===== config.mk =====
export PLATFORM = sky130hd
export DESIGN_NAME = ir_pulse_capture
export DESIGN_NICKNAME = d
export VERILOG_FILES = /design/src/rtl/ir_rx_pkg.sv /design/src/rtl/ir_rx_fifo.sv /design/src/rtl/ir_pulse_capture.sv
export SDC_FILE = /design/constraint.sdc
export NUM_CORES = 1
export LEC_CHECK = 0
export CAP_MARGIN = 20
export CORE_MARGIN = 4
export CORE_UTILIZATION = 50
export CTS_BUF_LIST = sky130_fd_sc_hd__clkbuf_8
export DETAILED_ROUTE_END_ITERATION = 6
export GPL_ROUTABILITY_DRIVEN = 0
export PLACE_DENSITY = 0.73
export SLEW_MARGIN = 10
export SYNTH_ARGS = -nofsm -noshare
export SYNTH_HDL_FRONTEND = slang
export SYNTH_SLANG_ARGS = --single-unit

===== constraint.sdc =====
create_clock -name clock_in -period 5.39 [get_ports clock_in]
set_clock_uncertainty 0.15 [all_clocks]
set_input_delay 1.078 -clock clock_in [delete_from_list [all_inputs] [get_ports clock_in]]
set_output_delay 1.078 -clock clock_in [all_outputs]
set_load 0.01 [all_outputs]

===== src/rtl/ir_rx_pkg.sv =====
// Shared widths, constants and FSM state encoding for the IR pulse capture block.
package ir_rx_pkg;
    localparam int DUR_W   = 15;
    localparam int ENTRY_W = 16;

    localparam logic [ENTRY_W-1:0] TERMINATOR = 16'h0000;
    localparam logic [DUR_W-1:0]   DUR_SAT    = 15'h7FFF;

    typedef enum logic [1:0] {
        IDLE  = 2'd0,
        MARK  = 2'd1,
        SPACE = 2'd2
    } state_t;
endpackage


===== src/rtl/ir_rx_fifo.sv =====
// First-word-fall-through FIFO; head shows the oldest entry whenever not empty.
module ir_rx_fifo
    import ir_rx_pkg::*;
#(
    parameter int DEPTH = 16,
    parameter int WIDTH = ENTRY_W
) (
    input  logic             clock,
    input  logic             resetn,
    input  logic             push,
    input  logic [WIDTH-1:0] push_data,
    input  logic             pop,
    output logic [WIDTH-1:0] head,
    output logic             full,
    output logic             empty
);
    localparam int AW = $clog2(DEPTH);

    logic [WIDTH-1:0] mem [DEPTH];
    logic [AW:0]      wr_ptr;
    logic [AW:0]      rd_ptr;
    logic             do_pop;
    logic             do_push;

    // A full FIFO still accepts a push when the head is leaving in the same cycle.
    assign empty   = (wr_ptr == rd_ptr);
    assign full    = (wr_ptr[AW] != rd_ptr[AW]) && (wr_ptr[AW-1:0] == rd_ptr[AW-1:0]);
    assign do_pop  = pop && !empty;
    assign do_push = push && (!full || do_pop);
    assign head    = empty ? '0 : mem[rd_ptr[AW-1:0]];

    always_ff @(posedge clock) begin
        if (!resetn) begin
            wr_ptr <= '0;
            rd_ptr <= '0;
        end else begin
            if (do_push) wr_ptr <= wr_ptr + 1'b1;
            if (do_pop)  rd_ptr <= rd_ptr + 1'b1;
        end
    end

    always_ff @(posedge clock) begin
        if (do_push) mem[wr_ptr[AW-1:0]] <= push_data;
    end
endmodule


===== src/rtl/ir_pulse_capture.sv =====
// IR receiver pulse-width capture: times mark/space intervals into a FWFT FIFO.
// Optional glitch filter enabled by defining IR_RX_GLITCH_FILTER_EN.
module ir_pulse_capture
    import ir_rx_pkg::*;
#(
    parameter int TICK_DIV      = 80,
    parameter int FIFO_DEPTH    = 16,
    parameter int TIMEOUT_TICKS = 2000
) (
    input  logic        clock_in,
    input  logic        resetn_in,
    input  logic        enable_in,
    input  logic        ir_in,
    output logic [15:0] data_out,
    output logic        valid_out,
    input  logic        ready_in,
    output logic        busy_out,
    output logic        frame_end_out,
    output logic        overflow_out
);
    localparam int PW = (TICK_DIV > 1) ? $clog2(TICK_DIV) : 1;

    logic               sync1;
    logic               sync2;
    logic               level;
    state_t             state;
    logic [PW-1:0]      prescale;
    logic [DUR_W-1:0]   count;
    logic [DUR_W-1:0]   count_next;
    logic               tick;
    logic               term_pending;
    logic               push;
    logic [ENTRY_W-1:0] push_data;
    logic               frame_end;
    logic               overflow;
    logic               full;
    logic               empty;

    always_ff @(posedge clock_in) begin
        if (!resetn_in) begin
            sync1 <= 1'b1;
            sync2 <= 1'b1;
        end else begin
            sync1 <= ir_in;
            sync2 <= sync1;
        end
    end

`ifdef IR_RX_GLITCH_FILTER_EN
    // New level wins only when it matches the three previous samples.
    logic [2:0] hist;
    logic       level_q;

    assign level = (hist == {3{sync2}}) ? sync2 : level_q;

    always_ff @(posedge clock_in) begin
        if (!resetn_in) begin
            hist    <= 3'b111;
            level_q <= 1'b1;
        end else begin
            hist    <= {hist[1:0], sync2};
            level_q <= level;
        end
    end
`else
    assign level = sync2;
`endif

    // Duration as it stands including a wrap on this very edge, so pushed value is floor(cycles/TICK_DIV).
    assign tick = (prescale == PW'(TICK_DIV - 1));

    always_comb begin
        count_next = count;
        if (tick && (count != DUR_SAT)) count_next = count + 1'b1;
    end

    always_ff @(posedge clock_in) begin
        if (!resetn_in) begin
            state        <= IDLE;
            prescale     <= '0;
            count        <= '0;
            term_pending <= 1'b0;
            push         <= 1'b0;
            push_data    <= '0;
            frame_end    <= 1'b0;
        end else begin
            push      <= 1'b0;
            frame_end <= 1'b0;
            prescale  <= tick ? '0 : prescale + 1'b1;
            count     <= count_next;
            if (term_pending) begin
                push         <= 1'b1;
                push_data    <= TERMINATOR;
                frame_end    <= 1'b1;
                term_pending <= 1'b0;
            end
            if (!enable_in) begin
                state <= IDLE;
            end else begin
                case (state)
                    IDLE: begin
                        if (!level) begin
                            state    <= MARK;
                            prescale <= '0;
                            count    <= '0;
                        end
                    end
                    MARK: begin
                        if (level) begin
                            push      <= 1'b1;
                            push_data <= {1'b1, count_next};
                            state     <= SPACE;
                            prescale  <= '0;
                            count     <= '0;
                        end
                    end
                    SPACE: begin
                        if (count_next == DUR_W'(TIMEOUT_TICKS)) begin
                            push         <= 1'b1;
                            push_data    <= {1'b0, count_next};
                            term_pending <= 1'b1;
                            state        <= IDLE;
                        end else if (!level) begin
                            push      <= 1'b1;
                            push_data <= {1'b0, count_next};
                            state     <= MARK;
                            prescale  <= '0;
                            count     <= '0;
                        end
                    end
                    default: state <= IDLE;
                endcase
            end
        end
    end

    always_ff @(posedge clock_in) begin
        if (!resetn_in) begin
            overflow <= 1'b0;
        end else if (push && full && !(ready_in && !empty)) begin
            overflow <= 1'b1;
        end
    end

    ir_rx_fifo #(
        .DEPTH (FIFO_DEPTH),
        .WIDTH (ENTRY_W)
    ) u_fifo (
        .clock     (clock_in),
        .resetn    (resetn_in),
        .push      (push),
        .push_data (push_data),
        .pop       (ready_in),
        .head      (data_out),
        .full      (full),
        .empty     (empty)
    );

    assign valid_out     = !empty;
    assign busy_out      = (state != IDLE);
    assign frame_end_out = frame_end;
    assign overflow_out  = overflow;
endmodule


==> results.txt, run 1 <==
The flow ran to the end, and the final reports show no timing, DRC or antenna violations. The first global-routing pass estimated 45900 µm of wire. The library cells used most frequently in the layout, excluding fill and tap cells, are 256 x edfxtp_1, 64 x mux4_2, 57 x dfxtp_1, 51 x clkbuf_8, 44 x nor2_1. After clock tree synthesis, the flow added hold-fix buffers numbering 0.

For the finished layout, the period the worst path requires is 4.35 ns. Across the run, the number of max-cap violations was 0. For the cell area after synthesis, the log shows 0.0135 mm². 0 antenna diodes ended up in the layout. The number of placed instances, taps included, is 1200. Data on the critical path is required at its endpoint by 4.16 ns. The overall fraction of global-route tracks in use was 0.204. The number of cells on the worst reg-to-reg path came out at 9. The critical path in this run is classified as flop to output port. The critical path's largest stage delay is 0.76 ns, and the vertical die dimension is 172 µm. The number of remaining DRC errors is 0.

Setup total negative slack on the finished layout was measured at 0 ns. The DRC marker count from the first detailed-route iteration came out at 975. The final route contains 7946 vias. The share of flip-flops with an asynchronous set or reset after synthesis works out to 0. Fill cells in the final layout number 2021.

The total wirelength of the detailed-routed design was 29200 µm. In this run the critical register-to-register path is launched from count[0]$_SDFF_PN0_. The number of input and output port buffers inserted was 24; the post-synthesis net count was 882. The total number of nets in the final design came out at 933. Among the stages of the critical path, the cell type that occurs most often is a211oi_1. The tightest hold path in the finished design has a slack of 0.265 ns. Setup repair after global routing left no endpoint under its margin.

The worst-case IR drop observed on VDD is 0.180 mV. Number of synthesized flops with an enable pin: 256. The tools report the start point of the worst min-delay path as sync1$_SDFF_PN1_. For the largest net degree at the start of global routing, the log shows 35.

The logs give 0.0418 for the met3 layer usage reported by global route and 4.92 nW for the static leakage power. In the synthesized netlist the dominant register cell turns out to be edfxtp_1. The power per cell area works out to 301 mW/mm². The die is 172 µm wide. The slowest library cell on the worst path was dfxtp_2. The tools report the proportion of synthesized chip area in sequential cells as 0.661. Counting every sink on the clock net gives 316. The run gives 0.327 as the global-route track usage on met2. Counting the buffers created by CTS gives 50. The logs give 3 for the number of buffers on the longest clock path and 866 for the synthesized instance count. The tightest min-delay check is of the flop to flop type. In this run the register-to-register setup slack is 1.70 ns. The end-of-flow core utilization is 0.574, and the final-report max-slew violation count is 0.

Gates resized during post-CTS repair numbered 0. The signal on the critical path passes through buf_4, mux4_2, nor2b_1, a211oi_1, a211oi_1, clkdlybuf4s50_1. The fraction of final layout cells sized beyond drive strength 1 was 0.204. The average wire per standard cell was 22.6 µm; the number of instances on the worst hold path was 1.

The endpoint of the worst register-to-register path is prescale[3]$_SDFF_PN0_. Synthesis instantiated 76 different standard cells from the library. The mean cell area of the mapped netlist came out at 15.5 µm². The register clock-pin slew on the reported worst setup and hold paths was 0.06 ns. For the normalized max-slew margin, the log shows 0.424. The path with the worst hold slack has its endpoint at level$_SDFF_PN1_.

The tools report the highest clock frequency the design can meet as 0.230 GHz. The initial standard-cell utilization of the core was 0.512. Final critical-path share of the clock period: 0.807. The H-tree generated during clock tree synthesis spans 2 levels.

The nature of the critical path startpoint was a flop. The run gives 3.12 ns as the arrival time at the worst endpoint. The logs give 1 for the initial antenna violation count and 0 for the count of endpoints failing setup in the final report. The met1 track demand over resource is 0.285, and the first-pass detailed-route iteration total is 6. TritonCTS built the clock tree. The count of nets left with antenna violations once routing finished came out at 0.

After detailed placement, the total cell area comes to 0.0142 mm². The root buffer cell chosen for the clock tree is clkbuf_8. Detailed placement finished with a half-perimeter wire length of 17700 µm. Number of failing hold endpoints at the final stage: 0. With fillers left out, the area of the finished cells amounts to 0.0151 mm². The via-per-instance ratio was 6.14. Warning count from the yosys run: 0. The final cell count without fillers was 1294; the clock latency on the worst-skew pair was 0.59 ns. The total area inside the core boundary comes to 0.0263 mm².

The die covers 0.0296 mm². Summed over all layers, the global routing overflow is 0. Commonest non-fill, non-tap cell in the layout: edfxtp_1.

The number of I/O pins came out at 25. The post-synthesis sequential element count is 316. The category of the worst setup path capture point is an output port. The number of setup buffers added after CTS is 0. Area overhead of the layout relative to synthesis: 12.2%.

The number of rows in the core area came out at 59. At the pin with the least slew margin, the transition time is 0.864 ns. The largest driver fanout on the critical path is 23.

Most used routing layer: met2. Via count of the first global-routing pass: 7961.
-- registers in the layout, summed over array words and instances (netlist names), named ones only --
name and flops:
u_fifo.rd_ptr 5, sync1 1, count 15, u_fifo.mem 256, push_data 16, term_pending 1, prescale 7, push 1
frame_end_out 1, u_fifo.wr_ptr 5, level 1, state 2, overflow_out 1
-- synthesized netlist by cell type (all sizes together) (3+ instances only) --
| master | number | area (µm²) |
|---|---|---|
| nand3 | 15 | 80.1 |
| nor2b | 30 | 188 |
| nand4 | 9 | 71.3 |
| nor3 | 17 | 100 |
| mux2i | 27 | 270 |
| dfxtp | 60 | 1200 |
| buf | 19 | 111 |
| edfxtp | 256 | 7690 |
| a22oi | 3 | 22.5 |
| a21oi | 31 | 155 |
| nand2 | 43 | 161 |
| nor2 | 56 | 210 |
| a31o | 3 | 26.3 |
| clkbuf | 33 | 124 |
| o221ai | 3 | 26.3 |
| mux4 | 64 | 1440 |
| o21a | 3 | 22.5 |
| nor4b | 3 | 53.8 |
| o21ai | 16 | 80.1 |
| and3 | 8 | 50.1 |
| o22ai | 3 | 18.8 |
| o211ai | 3 | 27.5 |
| xnor2 | 18 | 158 |
| and2 | 9 | 58.8 |
| mux2 | 3 | 37.5 |
| nand2b | 7 | 43.8 |
| a311oi | 3 | 26.3 |
| nor3b | 3 | 38.8 |
| xor2 | 7 | 61.3 |
| a211oi | 38 | 290 |
| a31oi | 8 | 65.1 |
| ha | 11 | 138 |
| and4 | 7 | 61.3 |
| inv | 16 | 60.1 |
-- report_power, final --
part / total (mW) / switching [mW] / internal, mW
sequential: 2.62 / 0.00873 / 2.61
clock: 1.87 / 0.925 / 0.943
combinational: 0.0492 / 0.0303 / 0.0188
-- metrics by stage --
stage | power, mW | setup WS [ns]
floorplan | 2.70 | 1.94
global placement | 2.72 | 1.60
detailed placement | 2.72 | 1.58
CTS | 4.58 | 0.977
global route | 4.70 | 0.783
finish | 4.54 | 1.04
-- per-layer routing --
metal / routed length, µm / share of wire / vias to the layer above
li1: - / - / 3525
met1: 12000 / 0.41 / 3993
met2: 14200 / 0.49 / 358
met3: 2230 / 0.076 / 68
met4: 813 / 0.028 / 2
met5: 13 / 0.00045 / -
-- worst max path at each step --
stage	slack (ns)	start	cells past startpoint	to
global route	0.78	flop	6	data_out[6]
finish	1.04	flop	6	data_out[10]
CTS	0.98	flop	6	data_out[4]
detailed placement	1.58	ready_in	6	u_fifo.mem[13][11]$_DFFE_PP_
floorplan	1.94	flop	6	data_out[10]
global placement	1.60	ready_in	6	u_fifo.mem[12][11]$_DFFE_PP_
-- area by class of cell --
type,instances,area (µm²),area share
well taps,335,419,0.0278
flip-flops and latches,316,8890,0.589
repair buffers,51,468,0.0310
clock buffers,51,702,0.0465
inverters,16,60.1,0.00398
multi-input cells,482,4320,0.286
clock inverters,43,228,0.0151
-- cells by family (layout without fill, tap and decap cells) --
group           after synthesis  count (layout)  share of synthesized area
compound gates              138             138                     0.0739
xor+xnor                     25              25                     0.0163
fa+ha+maj                    11              11                     0.0102
buf+inv                      68             161                     0.0219
flops                       316             316                      0.661
mux                          94              94                      0.130
simple gates                214             214                     0.0870
-- critical path: cells and delay by family, from the launching register on --
kind / cells / cell delay, ns
AND/OR/NAND/NOR: 1 / 0.14
AO/OA/AOI/OAI: 2 / 0.32
buffers and inverters: 2 / 0.95
multiplexers: 1 / 0.34
flip-flops: 1 / 0.76
(Power assumes the default switching activity.)
==> inputs of run 2 (changes only) <==
--- a/config.mk
+++ b/config.mk
@@ -11,7 +11,7 @@
 export CTS_BUF_LIST = sky130_fd_sc_hd__clkbuf_8
 export DETAILED_ROUTE_END_ITERATION = 6
 export GPL_ROUTABILITY_DRIVEN = 0
-export PLACE_DENSITY = 0.73
+export PLACE_DENSITY = 0.76
 export SLEW_MARGIN = 10
 export SYNTH_ARGS = -nofsm -noshare
 export SYNTH_HDL_FRONTEND = slang
==> constraint.sdc (replaced) <==
create_clock -name clock_in -period 3.85 [get_ports clock_in]
set_clock_uncertainty 0.15 [all_clocks]
set_input_delay 0.77 -clock clock_in [delete_from_list [all_inputs] [get_ports clock_in]]
set_output_delay 0.77 -clock clock_in [all_outputs]
set_load 0.01 [all_outputs]
==> run 2 against run 1 <==
  * Cell count down 0.15%
  * Critical path depth unchanged
  * Global-route usage down 0.29 points
  * Core utilization up 0.27 points
  * Count of clock-buffer cells in the layout down 2
  * Hold slack worse by 0.010 ns
  * Setup slack worse by 0.90 ns
  * Cell area up 0.46%
==> results.txt, run 2 (synthesis gave the netlist of run 1 again) <==
The final global-route overflow total came out at 0 (unchanged). The run gives 0.577 (+0.00267) as the end-of-flow core utilization. Beginning of the worst register-to-register path: count[0]$_SDFF_PN0_.

The run finished with clean final reports. The via count of the first global-routing pass is 7792 (-2.1%), and the arrival time at the worst endpoint is 2.79 ns (-0.33 ns). The nature of the critical path startpoint was a flop. The run gives 0.139 ns (-0.903 ns) as the setup slack of the critical path after layout.

The category of the critical setup timing path is flop to output port. Leaving out fill and tap cells, the most frequent cells in the layout are 256 x edfxtp_1, 64 x mux4_2, 57 x dfxtp_1, 49 x clkbuf_8, 44 x nor2_1. TritonCTS built the clock tree.

The met3 wire length was 2090 µm (-6.3%); the highest clock frequency the design can meet was 0.269 GHz. Counting I/O delays and the setup requirement, the final critical path takes 3.71 ns. The pre-CTS setup slack was 0.365 ns (-1.22 ns); the setup TNS was 0 ns (unchanged).

The reg2reg setup slack was 0.35 ns (-1.35 ns); the wire length of the first global-routing pass was 45300 µm (-1.4%). The average wire per standard cell came out at 22.5 µm (-0.22%). The floorplan die area is 0.0296 mm² (unchanged). The DRC marker count from the first detailed-route iteration is 948 (-2.8%), and the number of instances in the placed design is 1206 (+0.50%). The total CTS buffers came out at 49 (-2.0%). The final-layout fill cell count was 1980 (-2.0%); the detailed placer's ending HPWL was 18000 µm (+1.3%). The logs give 316 (unchanged) for the sink count of the clock tree and 2.93 ns (-1.23 ns) for the required time of the critical path. Combined area of the multi-input logic cells: 0.00434 mm² (+0.35%).

The run gives 0 (unchanged) as the number of max-cap violations. The initial standard-cell utilization of the core is 0.512 (unchanged). Number of cells on the worst reg-to-reg path: 9 (unchanged).

The run gives 25 (unchanged) as the number of I/O pins. On the critical path, the stage with the largest delay is an instance of mux4_2. The endpoint of the worst register-to-register path was prescale[1]$_SDFF_PN0_. The logs give 0.0142 mm² (+0.58%) for the instance area after placement and 0 (unchanged) for the count of endpoints failing setup in the final report. The tools report the normalized max-slew margin as 0.410 (-0.0138). The worst setup path is captured at an output port. The area taken by flip-flops and latches is 0.00890 mm² (about the same). The run gives 1292 (-0.15%) as the final cell count without fillers. The fraction of final layout cells sized beyond drive strength 1 was 0.211 (+0.00670). The flip-flop count of the largest register, all copies and words added works out to 256 (unchanged). Leaving out fill and tap cells, the most frequent cell in the layout is edfxtp_1.

The tree is rooted in a clkbuf_8. The worst hold slack across all endpoints was 0.255 ns (-0.0101 ns); the power per cell area was 411 mW/mm² (+37%). The kind of path behind the tightest hold check is flop to flop. The number of failing hold endpoints at the final stage is 0 (unchanged), and the overall fraction of global-route tracks in use is 0.201 (-0.00292).

The detailed router used layers up to and including met4. For the total wirelength of the detailed-routed design, the log shows 29100 µm (-0.38%). The met2 routed wirelength is 14200 µm (+0.14%), and the number of input and output port buffers inserted is 24 (unchanged). Critical path capture point: data_out[15]. Compared with the post-synthesis result, the final layout area differs by 12.7%. The register clock-pin slew on the reported worst setup and hold paths came out at 0.06 ns (about the same). The x dimension of the die came out at 172 µm (unchanged). The remaining antenna violation count is 0 (unchanged). The largest net degree at the start of global routing is 31 (-11%), and the largest driver fanout on the critical path is 27 (+17%).

The antenna diode count is 0 (unchanged), and the total of hold buffers inserted after clock tree synthesis is 0 (unchanged). The final critical-path share of the clock period is 0.964, and the post-layout instance area is 0.0152 mm² (+0.46%). The critical path's largest stage delay is 0.56 ns (-0.20 ns). The first-pass detailed-route iteration total is 5 (-1).

The via-per-instance ratio works out to 6.08 (-0.92%). The number of buffers on the longest clock path is 3 (unchanged), and the met1 wire length is 12300 µm (+2.8%). For the initial antenna violation count, the log shows 0 (-1).

The total number of nets in the final design was 940 (+0.75%). The vertical die dimension was 172 µm (unchanged); the floorplan core area was 0.0263 mm² (unchanged). The signal on the critical path passes through buf_16, mux4_2, nor2b_1, a211oi_1, a211oi_1, clkdlybuf4s50_1. Setup repair after global routing left no endpoint under its margin. The tools report the total power of the final layout as 6.24 mW (+38%).

The pin slew with the least headroom to its limit is 0.884 ns (+0.0208 ns), and the final-report max-slew violation count is 0 (unchanged). The via count came out at 7861 (-1.1%). Static leakage power: 4.94 nW (+0.39%). Number of remaining DRC errors: 0 (unchanged). The number of rows in the core area is 59 (unchanged).

Among the stages of the critical path, the cell type that occurs most often is a211oi_1. The logs give 2 (unchanged) for the number of levels the H-tree was split into and 0.57 ns (-0.02 ns) for the clock latency on the worst-skew pair. For the maximum resistive drop on vdd, the log shows 0.268 mV (+48%).
## run 2: changes by cell type in the layout (fill, tap and decap cells not counted), sizes merged
| cell | before | now |
|---|---|---|
| clkinv | 23 | 18 |
| clkinvlp | 0 | 2 |
| clkbuf | 51 | 49 |
| inv | 35 | 30 |
| buf | 27 | 35 |
## run 2: area by class of cell
type,count,area share
Clock buffer,49,0.0445
Sequential cell,316,0.587
Clock inverter,35,0.0130
Inverter,16,0.00396
Multi-Input combinational cell,482,0.286
Tap cell,335,0.0276
Timing Repair Buffer,59,0.0380
## run 2: worst min path at each step
| stage | start | to | slack [ns] | cells past startpoint |
|---|---|---|---|---|
| 4_1_cts | sync1$_SDFF_PN1_ | level$_SDFF_PN1_ | 0.26 | 1 |
| 5_1_grt | sync1$_SDFF_PN1_ | level$_SDFF_PN1_ | 0.31 | 1 |
| 6_report | sync1$_SDFF_PN1_ | level$_SDFF_PN1_ | 0.25 | 1 |
| 3_5_place_dp | sync1$_SDFF_PN1_ | level$_SDFF_PN1_ | 0.24 | 1 |
| 3_3_place_gp | sync1$_SDFF_PN1_ | level$_SDFF_PN1_ | 0.24 | 1 |
| 2_1_floorplan | sync1$_SDFF_PN1_ | level$_SDFF_PN1_ | 0.24 | 1 |
## run 2: metal layers
layer	GRT usage	vias to the layer above
met5	0	-
met4	0.0475	0
met2	0.329	326
met1	0.288	3954
met3	0.0295	53
li1	-	3528
## run 2: timing repair
| action | CTS | global route |
|---|---|---|
| endpoints found under the setup margin | 8 | 6 |
| setup buffers | 2 | 0 |
| gates resized for setup | 4 | 3 |
| hold endpoints to repair | 0 | 0 |
## run 2: critical path, delay by kind of cell, from the launching register on
family / cells / cell delay, ns
flip-flops: 1 / 0.42
AO/OA/AOI/OAI: 2 / 0.34
AND/OR/NAND/NOR: 1 / 0.16
buffers and inverters: 2 / 0.75
multiplexers: 1 / 0.56
## run 2: where the power goes
part           leakage (nW)  internal [mW]  switching [mW]
clock                 0.492           1.26            1.24
combinational          1.55         0.0271          0.0421
sequential             2.90           3.66          0.0139
==> inputs of run 3 (changes only) <==
--- a/config.mk
+++ b/config.mk
@@ -12,6 +12,7 @@
 export DETAILED_ROUTE_END_ITERATION = 6
 export GPL_ROUTABILITY_DRIVEN = 0
 export PLACE_DENSITY = 0.76
+export RECOVER_POWER = 50
 export SLEW_MARGIN = 10
 export SYNTH_ARGS = -nofsm -noshare
 export SYNTH_HDL_FRONTEND = slang
==> run 3 against run 2 <==
  * Count of clock-buffer cells in the layout unchanged
  * Global-route usage did not move
  * Register-to-register slack barely moved
  * Cell area shrank 0.16%
  * Die area unchanged
  * Combinational power down 1%
  * Sequential cell count stayed put
  * Sequential power hardly changed
  * Largest power group unchanged
==> results.txt, run 3 (synthesis gave the netlist of run 1 again) <==
The beginning of the worst register-to-register path was count[0]$_SDFF_PN0_. The normalized max-slew margin came out at 0.255 (-0.155). For the floorplan core area, the log shows 0.0263 mm² (unchanged). The tools report the antenna diode count as 0 (unchanged).

Number of rows in the core area: 59 (unchanged). The remaining antenna violation count was 0 (unchanged). The fraction of final layout cells sized beyond drive strength 1 was 0.203 (-0.00836); the largest driver fanout on the critical path was 27 (unchanged).

The clock period minus worst slack came out at 3.73 ns (+0.0208 ns). The power per cell area was 412 mW/mm² (+0.12%); the arrival time at the worst endpoint was 2.81 ns (+0.02 ns). The number of cells on the worst reg-to-reg path was 9 (unchanged). Setup repair after global routing left no endpoint under its margin. The highest clock frequency the design can meet was 0.268 GHz (-0.56%).

The library cell used most frequently in the layout, excluding fill and tap cells, is edfxtp_1. The average wire per standard cell works out to 22.5 µm (about the same). The area taken by flip-flops and latches is 0.00890 mm² (unchanged). Relative to the synthesized area, the layout overhead comes to 12.5%. The count of endpoints failing setup in the final report is 0 (unchanged), and the number of remaining DRC errors is 0 (unchanged). The initial standard-cell utilization of the core was 0.512 (unchanged). The worst hold path belongs to the class flop to flop.

For the total wirelength of the detailed-routed design, the log shows 29100 µm (about the same). The number of input and output port buffers inserted works out to 24 (unchanged). STA classifies the critical path endpoint as an output port.

The total number of nets in the final design came out at 940 (unchanged). The overall fraction of global-route tracks in use was 0.201 (unchanged). TritonCTS built the clock tree. The final-report max-slew violation count is 0 (unchanged). The first-pass detailed-route iteration total was 6 (+1). The flow ran to the end, and the final reports show no timing, DRC or antenna violations. The total CTS buffers was 49 (unchanged). The tools report the wire length of the first global-routing pass as 45300 µm (unchanged).

The flip-flop count of the largest register, all copies and words added works out to 256 (unchanged). The vertical die dimension works out to 172 µm (unchanged). The via count is 7818 (-0.55%), and the register clock-pin slew on the reported worst setup and hold paths is 0.06 ns (about the same). The library cells used most frequently in the layout, excluding fill and tap cells, are 256 x edfxtp_1, 64 x mux4_2, 57 x dfxtp_1, 49 x clkbuf_8, 48 x nor2_1. CTS placed an instance of clkbuf_8 at the clock tree root.

The number of buffers on the longest clock path came out at 3 (unchanged). The logs give 0.57 ns (about the same) for the clock latency on the worst-skew pair and 31 (unchanged) for the largest net degree at the start of global routing. The logs give 0 (unchanged) for the final global-route overflow total and 940 (-0.84%) for the DRC marker count from the first detailed-route iteration.

The nature of the critical path startpoint was a flop. For the number of failing hold endpoints at the final stage, the log shows 0 (unchanged). The pin slew with the least headroom to its limit works out to 1.12 ns (+0.233 ns). The maximum resistive drop on vdd came out at 0.268 mV (about the same). Via count of the first global-routing pass: 7792 (unchanged). The total of hold buffers inserted after clock tree synthesis was 0 (unchanged). The x dimension of the die is 172 µm (unchanged), and the combined area of the multi-input logic cells is 0.00433 mm² (-0.23%). Reg2reg setup slack: 0.35 ns (about the same).

The detailed placer's ending HPWL came out at 18000 µm (unchanged). The final critical-path share of the clock period is 0.969 (+0.00540), and the final-layout fill cell count is 1990 (+0.51%). The run gives 2.93 ns (about the same) as the required time of the critical path. Setup TNS: 0 ns (unchanged). The run gives 0.0296 mm² (unchanged) as the floorplan die area. The static leakage power is 4.93 nW (-0.16%). The number of I/O pins is 25 (unchanged), and the via-per-instance ratio is 6.05 (-0.55%).

The number of levels the H-tree was split into is 2 (unchanged), and the number of max-cap violations is 0 (unchanged). For the sink count of the clock tree, the log shows 316 (unchanged). In this run the worst setup path terminates at data_out[10]. The total power of the final layout is 6.24 mW (about the same).

The category of the critical setup timing path is flop to output port. The endpoint identified for the worst register-to-register timing path is prescale[1]$_SDFF_PN0_. Initial antenna violation count: 0 (unchanged).
==> run 3: what timing repair did <==
item / CTS / global route
setup buffers: 2 / 0
setup endpoints to repair: 8 / 6
gates resized for setup: 4 / 3
cloned: 0 / 0
==> run 3: metrics by stage <==
step / hold WS, ns / instances / util / setup slack [ns] / instance area [µm²]
floorplan: 0.236 / 866 / - / 0.710 / 13500
global placement: 0.242 / 1206 / 0.542 / 0.471 / 14200
detailed placement: 0.241 / 1206 / 0.542 / 0.365 / 14200
CTS: 0.255 / 1292 / 0.577 / 0.000510 / 15200
global route: 0.306 / 1292 / 0.576 / 0.00363 / 15100
finish: 0.255 / 1292 / 0.576 / 0.119 / 15100
==> run 3: cell type report <==
class / instances / share of cell area
flip-flops and latches: 316 / 0.588
repair buffers: 59 / 0.0371
well taps: 335 / 0.0277
clock inverters: 35 / 0.0130
clock buffers: 49 / 0.0445
multi-input cells: 482 / 0.286
inverters: 16 / 0.00397
==> run 3: worst min-delay path by stage <==
stage	startpoint	end	slack [ns]	cells after the start
detailed placement	sync1$_SDFF_PN1_	level$_SDFF_PN1_	0.24	1
CTS	sync1$_SDFF_PN1_	level$_SDFF_PN1_	0.26	1
finish	sync1$_SDFF_PN1_	level$_SDFF_PN1_	0.25	1
floorplan	sync1$_SDFF_PN1_	level$_SDFF_PN1_	0.24	1
global route	sync1$_SDFF_PN1_	level$_SDFF_PN1_	0.31	1
global placement	sync1$_SDFF_PN1_	level$_SDFF_PN1_	0.24	1
==> run 3: critical path, cell delays in order (launching register included) <==
cell,delay [ns]
dfxtp_4,0.42
buf_16,0.24
mux4_2,0.53
nor2b_1,0.14
a211oi_1,0.32
a211oi_1,0.09
clkdlybuf4s50_1,0.49
==> run 3: routing by layer <==
metal | vias to the layer above | wire length [µm] | GRT usage
met5 | - | 0 | 0
met4 | 0 | 488 | 0.0475
met3 | 50 | 2370 | 0.0295
met2 | 327 | 14100 | 0.329
met1 | 3918 | 12100 | 0.288
li1 | 3523 | - | -
==> run 3: report_power, final <==
| group | switching, mW | internal [mW] | total, mW | leakage [nW] |
|---|---|---|---|---|
| logic | 0.0423 | 0.0260 | 0.0683 | 1.54 |
| registers | 0.0138 | 3.66 | 3.67 | 2.90 |
| clock network | 1.24 | 1.26 | 2.50 | 0.492 |
